==> config.mk <==
export PLATFORM = sky130hd
export DESIGN_NAME = cr_kme_fifo_arb
export DESIGN_NICKNAME = d
export VERILOG_FILES = /design/src/rtl/cr_kme_fifo_arb_pkg.sv /design/src/rtl/cr_kme_rr_pick.sv /design/src/rtl/cr_kme_fifo_arb.sv
export SDC_FILE = /design/constraint.sdc
export NUM_CORES = 1
export LEC_CHECK = 0
export BUFFER_PORTS_ARGS = -buffer_cell sky130_fd_sc_hd__buf_2
export CAP_MARGIN = 20
export CORE_MARGIN = 2
export CORE_UTILIZATION = 40
export CTS_CLUSTER_DIAMETER = 80
export DETAILED_ROUTE_END_ITERATION = 8
export PLACE_DENSITY = 0.74
export SYNTH_ARGS = -nofsm -noshare
export SYNTH_HDL_FRONTEND = slang
export SYNTH_SLANG_ARGS = --single-unit
==> constraint.sdc <==
create_clock -name clk -period 4.2 [get_ports clk]
set_clock_uncertainty 0.2 [all_clocks]
set_input_delay 0.84 -clock clk [delete_from_list [all_inputs] [get_ports clk]]
set_output_delay 0.84 -clock clk [all_outputs]
set_load 0.01 [all_outputs]
==> src/rtl/cr_kme_fifo_arb_pkg.sv <==
// Shared widths and the FIFO entry layout for the KME tag FIFO write arbiter.
package cr_kme_fifo_arb_pkg;

  localparam int KME_ARB_ID_W  = 2;
  localparam int KME_ARB_PLD_W = 2;

  // One FIFO entry: owner ID in the upper bits, requester payload below.
  typedef struct packed {
    logic [KME_ARB_ID_W-1:0]  id;
    logic [KME_ARB_PLD_W-1:0] payload;
  } kme_arb_entry_t;

endpackage

==> src/rtl/cr_kme_rr_pick.sv <==
// Round-robin picker: first eligible requester scanning ptr, ptr+1, ... mod 4.
module cr_kme_rr_pick (
  input  logic [3:0] elig,
  input  logic [1:0] ptr,
  output logic [3:0] gnt,
  output logic [1:0] idx,
  output logic       any
);

  logic [1:0] cand;

  // Scan from the pointer and stop at the first eligible index.
  always_comb begin
    gnt  = '0;
    idx  = '0;
    any  = 1'b0;
    cand = '0;
    for (int off = 0; off < 4; off++) begin
      cand = ptr + 2'(off);
      if (!any && elig[cand]) begin
        any       = 1'b1;
        idx       = cand;
        gnt[cand] = 1'b1;
      end
    end
  end

endmodule

==> src/rtl/cr_kme_fifo_arb.sv <==
// Write-side round-robin arbiter and per-requester credit scheduler for the
// KME tag FIFO. Holds the run flag, rotation pointer, resident counters and
// sticky error flags.
module cr_kme_fifo_arb
  import cr_kme_fifo_arb_pkg::*;
#(
  parameter int N_REQ   = 4,
  parameter int MAX_OUT = 2
) (
  input  logic               clk,
  input  logic               rst_n,
  input  logic               enable,
  input  logic [N_REQ-1:0]   req_valid,
  input  logic [2*N_REQ-1:0] req_data,
  output logic [N_REQ-1:0]   req_ready,
  output logic [3:0]         fifo_in,
  output logic               fifo_in_valid,
  input  logic               fifo_in_stall,
  input  logic [3:0]         fifo_out,
  input  logic               fifo_out_valid,
  input  logic               fifo_out_ack,
  input  logic               fifo_overflow,
  input  logic               fifo_underflow,
  output logic [2*N_REQ-1:0] outstanding,
  output logic               credit_err,
  output logic               fifo_err
);

  logic                    run;
  logic [1:0]              ptr;
  logic [1:0]              cnt [N_REQ];
  logic [N_REQ-1:0]        elig;
  logic [N_REQ-1:0]        pick_gnt;
  logic [1:0]              pick_idx;
  logic                    pick_any;
  logic                    grant;
  logic                    pop;
  logic [KME_ARB_ID_W-1:0] pop_id;
  logic [N_REQ-1:0]        pop_hit;
  logic [KME_ARB_PLD_W-1:0] win_pld;
  logic                    credit_underrun;
  kme_arb_entry_t          entry;
  logic                    unused_head_pld;

  // The head payload bits carry no meaning for credit return.
  assign unused_head_pld = ^fifo_out[1:0];

  for (genvar gi = 0; gi < N_REQ; gi++) begin : g_req
    assign elig[gi]                 = req_valid[gi] & (cnt[gi] < 2'(MAX_OUT));
    assign pop_hit[gi]              = pop & (pop_id == 2'(gi));
    assign outstanding[2*gi +: 2]   = cnt[gi];
  end

  cr_kme_rr_pick u_pick (
    .elig (elig),
    .ptr  (ptr),
    .gnt  (pick_gnt),
    .idx  (pick_idx),
    .any  (pick_any)
  );

  assign grant  = run & enable & ~fifo_in_stall & pick_any;
  assign pop    = fifo_out_valid & fifo_out_ack;
  assign pop_id = fifo_out[3:2];

  // Select the winning requester's payload.
  always_comb begin
    win_pld = '0;
    for (int i = 0; i < N_REQ; i++) begin
      if (pick_gnt[i]) win_pld = req_data[2*i +: 2];
    end
  end

  assign entry.id      = pick_idx;
  assign entry.payload = win_pld;

  assign req_ready     = grant ? pick_gnt : '0;
  assign fifo_in_valid = grant;
  assign fifo_in       = grant ? entry : '0;

  // A pop with nothing resident and no offsetting grant is a credit underrun.
  always_comb begin
    credit_underrun = 1'b0;
    for (int i = 0; i < N_REQ; i++) begin
      if (pop_hit[i] && !req_ready[i] && cnt[i] == 2'd0) credit_underrun = 1'b1;
    end
  end

  // Run flag rises on the first clock after reset release.
  always_ff @(posedge clk or negedge rst_n) begin
    if (!rst_n) run <= 1'b0;
    else        run <= 1'b1;
  end

  // Pointer moves past the winner; holds when nothing is granted.
  always_ff @(posedge clk or negedge rst_n) begin
    if (!rst_n)     ptr <= '0;
    else if (grant) ptr <= pick_idx + 2'd1;
  end

  // Resident counters: +1 on grant, -1 on pop, unchanged when both or neither.
  always_ff @(posedge clk or negedge rst_n) begin
    if (!rst_n) begin
      for (int i = 0; i < N_REQ; i++) cnt[i] <= '0;
    end else begin
      for (int i = 0; i < N_REQ; i++) begin
        if (req_ready[i] && !pop_hit[i])
          cnt[i] <= cnt[i] + 2'd1;
        else if (pop_hit[i] && !req_ready[i] && cnt[i] != 2'd0)
          cnt[i] <= cnt[i] - 2'd1;
      end
    end
  end

  // Sticky error flags, cleared only by reset.
  always_ff @(posedge clk or negedge rst_n) begin
    if (!rst_n) begin
      credit_err <= 1'b0;
      fifo_err   <= 1'b0;
    end else begin
      if (credit_underrun)                 credit_err <= 1'b1;
      if (fifo_overflow || fifo_underflow) fifo_err   <= 1'b1;
    end
  end

endmodule

## Word level (Yosys, flattened, before mapping)

Cells that the tools add are included.

| cells by class | value |
|---|---|
| equal/unequal tests | 3 |
| add/sub/neg operators | 12 |
| bitwise operators | 16 |
| reduce and logical (&&, ||, !) cells | 48 |
| magnitude comparators | 12 |
| muxes and demuxes | 46 |

Operators with widths:

| operator | number |
|---|---|
| 2-bit 2-to-1 mux | 16 |
| 4-bit 2-to-1 mux | 6 |
| 1-bit logical AND | 23 |
| 1-bit 2-to-1 mux | 16 |
| 2-bit nonzero test | 8 |
| 2-bit by 1-bit adder with 2-bit output, second input constant | 6 |
| 1-bit AND | 12 |
| 2-bit by 3-bit < comparator with 1-bit output, second input constant | 4 |
| 4-bit OR | 3 |
| 1-bit zero test | 11 |
| 2-bit zero test | 5 |
| 1-bit binary-select mux with 2-bit select | 4 |
| 1-bit demux with 2-bit select | 4 |
| 2-bit by 1-bit greater-or-equal comparator with 1-bit output, second input constant | 4 |
| 2-bit < comparator, second input constant | 4 |
| 2-bit by 1-bit subtractor with 2-bit output, second input constant | 4 |
| 2-bit adder, second input constant | 2 |
| 2-bit == test, second input constant | 2 |
| 2-bit by 1-bit == test with 1-bit output, second input constant | 1 |
| 1-bit logical OR | 1 |
| 1-bit NOT | 1 |

| word-level totals | value |
|---|---|
| register bits after elaboration | 13 |
| output and inout port bits | 19 |

## Logic depth before layout (Yosys ltp)

Gate-level depths: netlist (run 1).

| depth | value |
|---|---|
| word-level depth | 23 |
| depth in mapped cells | 12 |
| mapped depth without buffers | 10 |

## By module

Synthesis (run 1) repeated with hierarchy kept, for this count alone.

| second synthesis, totals | value |
|---|---|
| cells, all modules | 138 |
| area, all modules | 1,282.5 um^2 |

By module, submodules not included:

| module | times used | area each (um^2) | cells an instance |
|---|---|---|---|
| cr_kme_fifo_arb | 1 | 860.8 | 93 |
| cr_kme_rr_pick | 1 | 421.7 | 45 |

## Worst setup path before layout (run 1)

No wires, ideal clock.

| timing path | value |
|---|---|
| path kind | reg2out |
| start point | register ptr[1] |
| end point | output fifo_in[0] |
| path slack | 636 ps |
| cell stages (with the launch flop) | 11 |
| data arrival time | 2,524 ps |
| path buffers | 2 |
| path through | dfrtp_1 buf_2 inv_1 ha_1 clkbuf_1 mux4_2 a21oi_4 o2bb2ai_4 and2_1 o211ai_1 a32o_1 |

| on the way | value |
|---|---|
| longest elaborated chain between the ends | 17 |
| elaborated cells on any way between the ends | 54 |
| classes of those cells | add/sub: 3; order compare: 8; mux: 29; bitwise: 4; reduce/logical: 10 |

RTL lines:

| item | line | RTL |
|---|---|---|
| start: declaration | cr_kme_fifo_arb.sv:30 | `logic [1:0] ptr;` |
| start signal: assignment | cr_kme_fifo_arb.sv:98 | `else if (grant) ptr <= pick_idx + 2'd1;` |
| parallel branches: the longest is 16 deep, another holds 2-bit by 3-bit < comparator with 1-bit output | -- |  |
| 4-bit 2-to-1 mux * | cr_kme_fifo_arb.sv:79 | `assign fifo_in = grant ? entry : '0;` |
| end: declaration | cr_kme_fifo_arb.sv:16 | `output logic [3:0] fifo_in,` |

Mark *: on every way between the ends. The select of a mux whose other input is x is not followed.

## Worst setup path after layout (run 1)

| timing path | value |
|---|---|
| start point | input req_valid[2] |
| end point | output fifo_in[0] |

| on the way | value |
|---|---|
| longest elaborated chain between the ends | 18 |
| elaborated cells on any way between the ends | 32 |
| classes of those cells | mux: 21; bitwise: 5; reduce/logical: 6 |

RTL lines:

| item | line | RTL |
|---|---|---|
| start: declaration | cr_kme_fifo_arb.sv:13 | `input logic [N_REQ-1:0] req_valid,` |
| 1-bit AND * | cr_kme_fifo_arb.sv:49 | `assign elig[gi] = req_valid[gi] & (cnt[gi] < 2'(MAX_OUT));` |
| 1-bit binary-select mux with 2-bit select | cr_kme_rr_pick.sv:20 | `if (!any && elig[cand]) begin` |
| 1-bit 2-to-1 mux (implied by the code) | cr_kme_rr_pick.sv:20 |  |
| 1-bit 2-to-1 mux | cr_kme_rr_pick.sv:20 |  |
| 1-bit zero test | cr_kme_rr_pick.sv:20 |  |
| 1-bit logical AND | cr_kme_rr_pick.sv:20 |  |
| 1-bit 2-to-1 mux | cr_kme_rr_pick.sv:20 |  |
| 1-bit zero test | cr_kme_rr_pick.sv:20 |  |
| 1-bit logical AND | cr_kme_rr_pick.sv:20 |  |
| 1-bit 2-to-1 mux | cr_kme_rr_pick.sv:20 |  |
| 1-bit zero test | cr_kme_rr_pick.sv:20 |  |
| 1-bit logical AND | cr_kme_rr_pick.sv:20 |  |
| 4-bit 2-to-1 mux | cr_kme_rr_pick.sv:20 |  |
| 2-bit 2-to-1 mux (4 in a row) | cr_kme_fifo_arb.sv:70 | `if (pick_gnt[i]) win_pld = req_data[2*i +: 2];` |
| 4-bit 2-to-1 mux * | cr_kme_fifo_arb.sv:79 |  |

Mark *: on every way between the ends. The rest lies on a longest branch, timed or not. The select of a mux whose other input is x is not followed.

==> results of run 1 <==
## worst max path at each step
stage                 startpoint         end  slack [ns]
floorplan                 ptr[1]  fifo_in[0]        0.64
finish              req_valid[2]  fifo_in[0]        0.35
detailed placement  req_valid[3]  fifo_in[0]        0.25
CTS                 req_valid[3]  fifo_in[0]        0.24
global route        req_valid[2]  fifo_in[0]        0.11
global placement    req_valid[3]  fifo_in[0]        0.25
## cell type report
cell class / instances / area (um2)
Clock buffer: 4 / 45.04
Sequential cell: 13 / 325.3
Multi-Input combinational cell: 156 / 1171
Inverter: 9 / 33.78
Timing Repair Buffer: 47 / 252.7
Tap cell: 48 / 60.06
Fill cell: 381 / 1828
## logic make-up (layout without fill, tap and decap cells)
logic type,Yosys count,in the layout,share of synthesized area (%)
and+or+nand+nor,81,81,28.97
xor gates and xnor gates,4,4,2.247
buffers and inverters,14,60,4.173
adders and majority gates,8,8,6.421
AOI/OAI and AO/OA,57,57,30.66
muxes,5,5,6.421
DFF,13,13,20.87
other,1,1,0.2405
## registers in the layout, indices dropped and copies added, names as in the netlist
| register | cells |
|---|---|
| run | 1 |
| ptr | 2 |
| credit_err | 1 |
| fifo_err | 1 |
| outstanding | 8 |
## layer usage
| metal | wire length (um) | part of all wire [%] | up-vias |
|---|---|---|---|
| met2 | 2023 | 50 | 48 |
| met1 | 1755 | 44 | 751 |
| met5 | 0 | 0 | - |
| met3 | 165 | 4.1 | 7 |
| li1 | - | - | 803 |
| met4 | 63 | 1.6 | 0 |
## worst register-to-register path: stages, from the launching register on
cell and delay (ns):
dfrtp_1 0.34, inv_1 0.06, ha_1 0.37, nor2_1 0.05
and4_1 0.21, o31ai_2 0.43, a21boi_1 0.19, buf_4 0.17
o21ai_1 0.29, a21boi_0 0.15, o221a_2 0.29
## power groups by stage
stage	Combinational (mW)	Sequential [mW]	Clock [mW]
2_1_floorplan	0.721	0.249	0
3_3_place_gp	0.974	0.238	0
3_5_place_dp	0.985	0.240	0
4_1_cts	0.989	0.238	0.113
5_1_grt	1.11	0.250	0.121
6_report	0.988	0.240	0.110
## synthesized netlist by cell type (3+ instances only)
| master | n | area share [%] |
|---|---|---|
| a21boi_1 | 3 | 1.4 |
| a21oi_1 | 10 | 3.2 |
| a2bb2oi_1 | 3 | 1.7 |
| and4_1 | 3 | 1.7 |
| dfrtp_1 | 13 | 21 |
| ha_1 | 8 | 6.4 |
| inv_1 | 7 | 1.7 |
| mux4_2 | 4 | 5.8 |
| nand2_1 | 15 | 3.6 |
| nand2b_1 | 7 | 2.8 |
| nand3_1 | 5 | 1.6 |
| nor2_1 | 14 | 3.4 |
| nor2b_1 | 5 | 2.0 |
| nor3_1 | 12 | 3.9 |
| nor4_1 | 3 | 1.2 |
| o2111ai_1 | 3 | 1.7 |
| o21ai_0 | 4 | 1.3 |
| o311ai_0 | 3 | 1.7 |
| xnor2_1 | 4 | 2.2 |
==> results.txt, run 1 <==
Hold_ws -> 0.2634 ns
Syn Nets -> 215
Root buf cell -> clkbuf_8
Worst R2R Path Depth -> 10
Comb pwr share -> 73.8%
Avg Inst Size Synth -> 8.519 um2
GRT Util Overall -> 19.46%
Setup CP Type -> in -> out
Reg-to-reg startpoint -> ptr[1]
Achievable Freq -> 260.0 MHz
Endpoints failing setup -> 0
TritonCTS Buffers -> 3
Placed instance count -> 273
Critical Path Sink Type -> primary output
Clock latency on the worst-skew pair -> 0.24 ns
Die width -> 66.43 um
CP required -> 3.16 ns
CP top delay family -> compound AO/OA/AOI/OAI gates
Initial DRC count -> 54
GR Util met2 -> 33.50%
DRC -> 0
Die ar. -> 4413 um2
Global-route wire length before repair -> 6693 um
Die height -> 66.43 um
Worst Hold Class -> reg -> reg
Avg Vias per Cell -> 5.809
Area grow syn2layout -> 21.11%
Core area -> 3716 um2
Sequence of cells on the critical path -> buf_2 > nor2b_1 > nor4_1 > o31ai_2 > a21boi_1 > nor2_1 > o211ai_1 > a32o_1 > buf_2
Mapped Cells -> 183
Utilization of the core after routing -> 50.81%
Max VDD drop -> 0.3812 mV
Max-capacitance violation count -> 0
EDFF count, synth -> 0
Final hold viol count -> 0
Met3 GRT Util -> 1.193%
Mapped Area -> 1559 um2
Slew margin rel. -> 48.86%
Power per cell area -> 708.8 nW/um2
WP depth -> 9
Total power -> 1.338 mW
IO Pins -> 43
Main synth FF type -> dfrtp_1
Commonest cells after routing, fill and taps aside -> 40 x buf_2, 15 x nand2_1, 14 x nor2_1, 13 x dfrtp_1, 12 x nor3_1
Wirelength per Cell -> 14.47 um
Postcts setup bufs -> 0
Share of cells above drive strength 1 -> 30.13%
# hold bufs at CTS -> 0
Final cycle utilization of the critical path -> 91.59%
WP buf/inv -> 2
Leakage -> 0.8426 nW
Row count -> 22
Switching Power -> 0.6638 mW
Area after DPL -> 1841 um2
Buffers on Ports -> 40
Global route overflow -> 0
Fin. max-slew vios -> 0
Critical path launch point type -> input port
Total Wirelength -> 4008 um
Antenna viol nets, final -> 0
Seq/Total Area, Yosys -> 20.87%
CTS Buffer Depth -> 2
DP HPWL -> 3079 um
Post-cts resize count -> 0
RSZ-0062 raised after global routing -> no
Hold Path Sink -> fifo_err
Critical path arrival -> 2.81 ns
Num Clock Sinks -> 13
Max incr delay on CP -> 0.43 ns
Pint -> 0.6744 mW
GP Congestion -> 0.8582
Pre-CTS setup slack -> 0.2492 ns
CP Max Fanout -> 7
CTS clk-pin slew, worst paths -> 0.05 ns
Sw Ratio -> 49.60%
Antenna Cells -> 0
Power share of the clock group -> 8.2%
Total Nets Final -> 262
GR met1 Demand/Resource -> 24.97%
Synth unique cells -> 62
Reg2reg end -> outstanding[1]
GRT Max-Usage Layer -> met2
CTS tree -> yes
Via count of the first global-routing pass -> 1,507
Tightest Pin Transition -> 0.7655 ns
Status -> complete, no violations
Hold_sp -> fifo_err
WHS Path Cells -> 1
Reg power frac -> 18.0%
Most common cell after layout, fill and taps aside -> buf_2
Setup ws final -> 0.3533 ns
R2R Setup Slk -> 1.34 ns
Slowest CP cell -> o31ai_2
Routed vias -> 1,609
Min Tclk post-route -> 3.847 ns
Initial core utilization -> 41.95%
Synth warnings -> 0
Setup TNS -> 0 ns
Fin area -> 1888 um2
Non-Filler Instances -> 277
Pre-Repair DR Iteration Count -> 4
Antenna violations before repair -> 0
Largest net degree at the start of global routing -> 24
CTS H-tree depth -> 1
FF+latch count, synth -> 13
Async set-reset flop share out of synthesis -> 100.0%
CP most frequent cell -> buf_2
Note: power is estimated with default switching activity, not from simulation.
==> run 2, diff against run 1 <==
--- a/config.mk
+++ b/config.mk
@@ -11,7 +11,8 @@
 export CORE_UTILIZATION = 40
 export CTS_CLUSTER_DIAMETER = 80
 export DETAILED_ROUTE_END_ITERATION = 8
-export PLACE_DENSITY = 0.74
+export PLACE_DENSITY = 0.76
 export SYNTH_ARGS = -nofsm -noshare
 export SYNTH_HDL_FRONTEND = slang
+export SYNTH_HIERARCHICAL = 1
 export SYNTH_SLANG_ARGS = --single-unit
==> results.txt, run 2 <==
TritonCTS Buffers -> 3
IO Pins -> 43
Min Tclk post-route -> 4.088 ns
CP top delay family -> compound AO/OA/AOI/OAI gates
Global-route wire length before repair -> 5423 um
Final hold viol count -> 0
CP required -> 3.16 ns
DRC -> 0
Synth area leader -> dfrtp_1
CTS tree -> yes
Setup ws final -> 0.1121 ns
WP depth -> 11
Row count -> 20
Setup CP Type -> in -> out
Synth warnings -> 6
Endpoints failing setup -> 0
Via count of the first global-routing pass -> 1,223
Wirelength per Cell -> 13.64 um
Antenna Cells -> 0
Sequence of cells on the critical path -> buf_2 > nor2b_2 > mux4_2 > buf_4 > and2b_2 > a22oi_1 > o21ai_2 > nor2b_2 > a221oi_1 > o41ai_1 > buf_2
Avg Vias per Cell -> 5.523
CTS Buffer Depth -> 2
Commonest cells after routing, fill and taps aside -> 40 x buf_2, 13 x buf_4, 12 x nor2_1, 12 x dfrtp_1
WP buf/inv -> 3
Avg Inst Size Synth -> 9.293 um2
Die height -> 60.63 um
Total power -> 1.048 mW
Buffers on Ports -> 40
Power per cell area -> 640.0 nW/um2
CP Max Fanout -> 6
Non-Filler Instances -> 235
Initial core utilization -> 42.01%
Root buf cell -> clkbuf_4
Worst R2R Path Depth -> 10
Antenna violations before repair -> 0
Share of cells above drive strength 1 -> 40.84%
Die width -> 60.63 um
FF+latch count, synth -> 13
Slowest CP cell -> mux4_2
Setup TNS -> 0 ns
Syn Nets -> 167
Clock latency on the worst-skew pair -> 0.27 ns
Pre-CTS setup slack -> -0.06648 ns
Final cycle utilization of the critical path -> 97.33%
Critical Path Sink Type -> primary output
GP Congestion -> 0.7816
Max-capacitance violation count -> 0
DP HPWL -> 2496 um
Routed vias -> 1,298
Synth area leaders -> dfrtp_1 25%, a22oi_1 5.3%, ha_1 4.9%, mux4_1 4.1%, o21ai_0 3.9%
EDFF count, synth -> 0
Synth unique cells -> 47
Most frequent cell after synthesis -> dfrtp_1
Global route overflow -> 0
Main synth FF type -> dfrtp_1
CTS clk-pin slew, worst paths -> 0.08 ns
Leakage -> 0.7452 nW
Max reg flops -> 8
Fin. max-slew vios -> 0
Utilization of the core after routing -> 53.65%
Most common cell after layout, fill and taps aside -> buf_2
Mapped Cells -> 138
Initial DRC count -> 30
Placed instance count -> 226
Worst Hold Class -> in -> async
Seq/Total Area, Yosys -> 25.37%
Synth top cells by count -> 13 x dfrtp_1, 12 x nor2_1, 10 x o21ai_0
Core area -> 3053 um2
Total Nets Final -> 221
Async set-reset flop share out of synthesis -> 100.0%
Mapped Area -> 1282 um2
Post-synth top area share -> 25.37%
Critical path arrival -> 3.05 ns
Max VDD drop -> 0.2517 mV
Antenna viol nets, final -> 0
Total Wirelength -> 3206 um
Achievable Freq -> 244.6 MHz
# hold bufs at CTS -> 0
Pre-Repair DR Iteration Count -> 4
Area grow syn2layout -> 27.71%
Largest net degree at the start of global routing -> 16
Max incr delay on CP -> 0.54 ns
Num Clock Sinks -> 13
Critical path launch point type -> input port
CTS H-tree depth -> 1
GRT Util Overall -> 19.02%
Die ar. -> 3675 um2
Status -> complete, no violations
==> run 2: cell count changes after synthesis, sizes merged, moves of 4 or more <==
cell,before,now
nor3,12,3
nand2,15,5
a22oi,1,9
o311ai,4,0
and2,1,5
nand2b,7,2
==> run 2: worst paths after layout <==
path                              start             end  slack (ns)
max reg2reg                      ptr[0]  outstanding[1]        1.09
max in group asynchronous         rst_n          ptr[0]        3.32
min reg2reg                    fifo_err        fifo_err        0.28
max                        req_valid[3]      fifo_in[1]        0.11
min in group clk               fifo_err        fifo_err        0.28
min                               rst_n  outstanding[0]        0.24
==> run 2: per-layer routing <==
layer,vias to the layer above,global-route usage (%),share of wire [%]
met5,-,0,0
met1,639,23.08,41
li1,631,-,-
met3,4,2.132,3.0
met4,0,3.416,0.78
met2,24,36.25,55
==> run 2: cells by family (layout without fill, tap and decap cells) <==
family                     after synthesis  count (layout)  synth area share, %
adders and majority gates                5               5                4.878
buffers and inverters                   12              65                5.951
muxes                                    9               9                11.61
other                                    1               1               0.2924
DFF                                     13              13                25.37
xor gates and xnor gates                 1               1               0.6831
and+or+nand+nor                         49              49                23.71
AOI/OAI and AO/OA                       48              48                27.51
==> run 2: metrics by stage <==
step | cell area [um2] | hold slack (ns)
final | 1638 | 0.2367
after global routing | 1638 | 0.2502
after CTS | 1597 | 0.2469
after detailed placement | 1556 | 0.2550
after global placement | 1556 | 0.2463
after floorplan | 1282 | 0.3035
==> run 2: layout make-up <==
type                            instances  area, um2
Sequential cell                        13      326.6
Multi-Input combinational cell        113      897.1
Tap cell                               44      55.05
Inverter                                8      35.03
Fill cell                             303       1415
Clock buffer                            4      26.28
Timing Repair Buffer                   53      297.8
==> run 2: power by group <==
part / internal (mW) / switching (mW)
Combinational: 0.364 / 0.406
Sequential: 0.159 / 0.0439
Clock: 0.0367 / 0.0385
Total: 0.559 / 0.489
==> run 2: what timing repair did <==
item	in CTS	in global routing
gates cloned	0	0
buffers inserted	2	3
hold endpoints to repair	0	0
pin swaps	1	3
endpoints found under the setup margin	2	2
resized for setup	3	11
